==> config.mk <==
export PLATFORM = sky130hd
export DESIGN_NAME = hazard_unit
export DESIGN_NICKNAME = d
export VERILOG_FILES = /design/src/rtl/hazard_unit.sv
export SDC_FILE = /design/constraint.sdc
export NUM_CORES = 1
export LEC_CHECK = 0
export CAP_MARGIN = 20
export CORE_MARGIN = 2
export CORE_UTILIZATION = 30
export CTS_CLUSTER_DIAMETER = 200
export DETAILED_ROUTE_END_ITERATION = 8
export GPL_TIMING_DRIVEN = 1
export SLEW_MARGIN = 10
export SYNTH_ARGS = -nofsm -noshare
export SYNTH_HDL_FRONTEND = slang
export SYNTH_SLANG_ARGS = --single-unit
export TNS_END_PERCENT = 20
==> constraint.sdc <==
create_clock -name clk -period 3.1 [get_ports clk]
set_input_delay 0.775 -clock clk [delete_from_list [all_inputs] [get_ports clk]]
set_output_delay 0.775 -clock clk [all_outputs]
set_load 0.03 [all_outputs]
==> src/rtl/hazard_unit.sv <==
// Hazard detection and stall/flush control for a dual-slot (main + compressed) VLIW pipeline.
// Detects load-use and ID-resolved-branch operand hazards and sequences stalls and IF/ID flushes.
module hazard_unit (
  input  logic        clk,
  input  logic        rst_n,
  input  logic        id_valid,
  input  logic [4:0]  id_rs1,
  input  logic [4:0]  id_rs2,
  input  logic [4:0]  id_rsc,
  input  logic        id_use_rs2,
  input  logic        id_use_rsc,
  input  logic        id_ctrl,
  input  logic        br_taken,
  input  logic        ex_regwr,
  input  logic        ex_memrd,
  input  logic [4:0]  ex_regdest,
  input  logic        ex_regwrc,
  input  logic [4:0]  ex_regdestc,
  input  logic        mem_memrd,
  input  logic [4:0]  mem_regdest,
  input  logic        stall_clr,
  output logic        pc_en,
  output logic        ifid_en,
  output logic        idex_bubble,
  output logic        ifid_flush,
  output logic [1:0]  state,
  output logic [15:0] stall_count
);

  typedef enum logic [1:0] {
    ST_RUN   = 2'b00,
    ST_HOLD  = 2'b01,
    ST_FLUSH = 2'b10,
    ST_BAD   = 2'b11
  } state_e;

  state_e      state_q, state_d;
  logic [15:0] count_q, count_d;

  // r0 is hardwired zero, so it can never carry a dependency.
  function automatic logic match(input logic [4:0] r, input logic [4:0] d);
    return (r != 5'd0) && (r == d);
  endfunction

  function automatic logic src_hit(input logic [4:0] d);
    return match(id_rs1, d)
         | (id_use_rs2 & match(id_rs2, d))
         | (id_use_rsc & match(id_rsc, d));
  endfunction

  logic hit_ex, hit_exc, hit_mem;
  logic lu, cx, cm, h1, h2;

  assign hit_ex  = src_hit(ex_regdest);
  assign hit_exc = src_hit(ex_regdestc);
  assign hit_mem = src_hit(mem_regdest);

  assign lu = ex_memrd & hit_ex;
  assign cx = id_ctrl & ((ex_regwr & ~ex_memrd & hit_ex) | (ex_regwrc & hit_exc));
  assign cm = id_ctrl & mem_memrd & hit_mem;

  // A load feeding an ID-resolved branch needs two bubbles; everything else needs one.
  assign h2 = id_valid & lu & id_ctrl;
  assign h1 = id_valid & (lu | cx | cm) & ~h2;

  // NOTE: every output of this block gets a default first so no path leaves a latch.
  always_comb begin
    state_d     = ST_RUN;
    pc_en       = 1'b1;
    ifid_en     = 1'b1;
    idex_bubble = 1'b0;
    ifid_flush  = 1'b0;

    unique case (state_q)
      ST_HOLD: begin
        pc_en       = 1'b0;
        ifid_en     = 1'b0;
        idex_bubble = 1'b1;
      end
      ST_FLUSH: begin
        ifid_flush  = 1'b1;
      end
      default: begin
        // ST_RUN, and the unreachable ST_BAD which recovers as RUN.
        if (h2 || h1) begin
          pc_en       = 1'b0;
          ifid_en     = 1'b0;
          idex_bubble = 1'b1;
          state_d     = h2 ? ST_HOLD : ST_RUN;
        end else if (id_valid && id_ctrl && br_taken) begin
          ifid_flush  = 1'b1;
          state_d     = ST_FLUSH;
        end
      end
    endcase

    // Hold the pipeline frozen with a bubble while reset is asserted.
    if (!rst_n) begin
      pc_en       = 1'b0;
      ifid_en     = 1'b0;
      idex_bubble = 1'b1;
      ifid_flush  = 1'b0;
    end
  end

  always_comb begin
    count_d = count_q;
    if (stall_clr)
      count_d = 16'd0;
    else if (idex_bubble && (count_q != 16'hFFFF))
      count_d = count_q + 16'd1;
  end

  // NOTE: sequential state uses non-blocking assignments so all registers update together.
  always_ff @(posedge clk or negedge rst_n) begin
    if (!rst_n) begin
      state_q <= ST_RUN;
      count_q <= 16'd0;
    end else begin
      state_q <= state_d;
      count_q <= count_d;
    end
  end

  assign state       = state_q;
  assign stall_count = count_q;

endmodule

==> flow_summary.toml <==
[run_status]
status = "finished with violations"
violations = "negative setup slack"

[floorplanning]
rows = 27
start_util = 0.3080
dieHeight_um = 78.95
dieArea_um2 = 6233
die_w_um = 78.95
core_area_um2 = 5473
pin_count = 64

[clock_tree]
post-cts-setup-buffers = 0
cts.sinks = 18
clock_path_buffers = 2
cts_buffers = 3
insertion_delay_ns = 0.26
cts.clk_slew.worst_paths_ns = 0.07
cts_tree = "yes"
cts_hold_buf = 0
htreeDepth = 1
root_buffer = "clkbuf_8"

[cells_and_area]
drive_above_1_share = 0.2458
layout_commonest_cell = "buf_4"
layout.nets = 347
antennaDiodeCount = 0
utilization = 0.5133
area_delta_synth_final_pct = 66.67
final_cell_mix = "buf_4 (45), xnor2_1 (32), clkdlybuf4s50_1 (31), dlygate4sd2_1 (22), dfrtp_1 (18)"

[grt]
grt_pass1_vias = 1865
grtUsageTotal = 0.1769
grt_max_degree = 22
grt_pass1_wl_um = 8797
grt-ovfl-total = 0
antenna_found_initial = 0

[synth]
syn-mean-instance-area_um2 = 8.687
ys_top_cells_by_area = "dfrtp_1 (27%), xnor2_1 (17%), xor2_1 (6.8%)"
synth_top_area_share = 0.2673
synth_nets = 239
synth-seq-cells = 18
syn_area_um2 = 1685
synth-edff-count = 0
yosysWarnings = 0
synth_flop_cell = "dfrtp_1"
synthArstFlopShare = 1.000
ys_seq_area_frac = 0.2673
yosys.area.top_type = "dfrtp_1"
syn_inst = 194
ys_types = 41

[setup_path]
arrival_ns = 2.75
required_ns = 2.32
crit_type = "input pin to output pin"
critPathCaptureType = "output pin"
crit_fanout = 3
startpoint = "id_rs2[4]"
reg2regPathDepth = 8
critPathLaunchType = "input pin"
r2r_start = "state[0]"

[timing]
tightest_slew_ns = 0.6944
period_share = 1.138
drv_slew = 0
timing.fmax_mhz = 283.5
fin_ws_ns = -0.4271
final.min_clock_period_ns = 3.527
setup_viol = 4
skew_ns = 0.008223
hold_violations = 0
grt_setup_unrepaired = "yes"
slew_headroom = 0.5356

[worst_hold_path]
min_path_type = "flop to flop"
hold_depth = 2
min-delay-start = "stall_count[14]"

[power_and_ir_drop]
clkPwrFrac = 0.276
switchingPower_uw = 218.5
power_density_nw_per_um2 = 253.5
ir_worst_vdd_mv = 0.1493
intPower_uw = 493.6
seq_power_share = 0.343
swShare = 0.3068
leakage_uw = 0.001127
comb_power_share = 0.381

[detailed_routing]
viasPerCell = 4.920
wire_per_inst_um = 14.25
routed_wl_um = 5316
route.detailed.drc = 0
drt_iter0_markers = 60
postRouteAntennaNets = 0
dr.pass1.iters = 4
dr_total_vias = 1835

[placement]
portBuffers = 63
pre_cts_ws_ns = -1.089
hpwl_um = 4375
gp_congestion = 0.9713

[job]
cap_violations = 0
logic make-up after synthesis:
group / after synthesis / synth area share
AOI/OAI and AO/OA: 39 / 0.1574
xor gates and xnor gates: 45 / 0.2339
adders and majority gates: 3 / 0.02227
buffers and inverters: 11 / 0.03564
DFF: 18 / 0.2673
muxes: 4 / 0.03044
and+or+nand+nor: 74 / 0.2532
through the flow:
stage          hold WS, ns  setup TNS, ns  instance area, um2  power (uW)  cells
2_1_floorplan       0.4794        -0.9994                1700       368.5    194
3_3_place_gp        0.5609         -7.001                2714       519.8    369
3_5_place_dp        0.5671         -7.336                2714       521.7    369
4_1_cts             0.5755         -1.655                2796       716.8    373
5_1_grt             0.5990         -1.819                2809       751.3    373
6_report            0.5702         -1.510                2809       712.0    373
layout make-up:
class / count / area (um2)
Timing Repair Buffer: 109 / 953.4
Inverter: 5 / 18.77
Fill cell: 557 / 2664
Multi-Input combinational cell: 165 / 1241
Tap cell: 72 / 90.09
Clock buffer: 4 / 55.05
Sequential cell: 18 / 450.4
power by group through the flow:
stage                     combinational, uW  sequential [uW]  clock (uW)
after global routing                    293              245         213
after CTS                               271              244         202
after global placement                  271              249           0
after floorplan                         113              256           0
after detailed placement                273              249           0
final                                   272              244         196
registers in the layout, summed over array words and instances, names as in the netlist:
register     cells
stall_count     16
state            2
critical path: stages:
cell and delay (ns):
buf_6 0.09, or4_4 0.53, o21ai_4 0.18, nor4_2 0.08
o31a_1 0.25, a311o_1 0.36, buf_6 0.15, nor2_4 0.07
o21a_1 0.13, buf_6 0.13
worst paths after layout:
kind / endpoint / slack (ns)
hold reg to reg: stall_count[14] / 0.57
min in group asynchronous: state[1] / 0.90
max in group asynchronous: stall_count[15] / 1.98
setup reg to reg: stall_count[12] / 0.62
hold / removal: stall_count[14] / 0.57
setup / recovery: ifid_flush / -0.43
routing by layer:
layer  up-vias  wire, um  GRT usage
li1        937         -          -
met1       864      2574     0.2360
met2        28      2546     0.3077
met3         6       129    0.02500
met4         0        66    0.03276
met5         -         0          0
cell usage after synthesis (4+ instances only):
library cell / number
nor3_1: 6
nor2_1: 10
nand4_1: 7
xnor2_1: 32
a21oi_1: 13
nand3_1: 12
xor2_1: 13
inv_1: 5
nor2b_1: 4
nand2_1: 11
o31ai_1: 9
dfrtp_1: 18
or4_1: 9
timing repair:
action | 4_1_cts | 5_1_grt
pin swaps | 8 | 2
resized for setup | 55 | 4
hold endpoints to repair | 0 | 0
endpoints found under the setup margin | 12 | 8
cloned | 0 | 0
No activity file was read; power rests on OpenSTA's default activity.
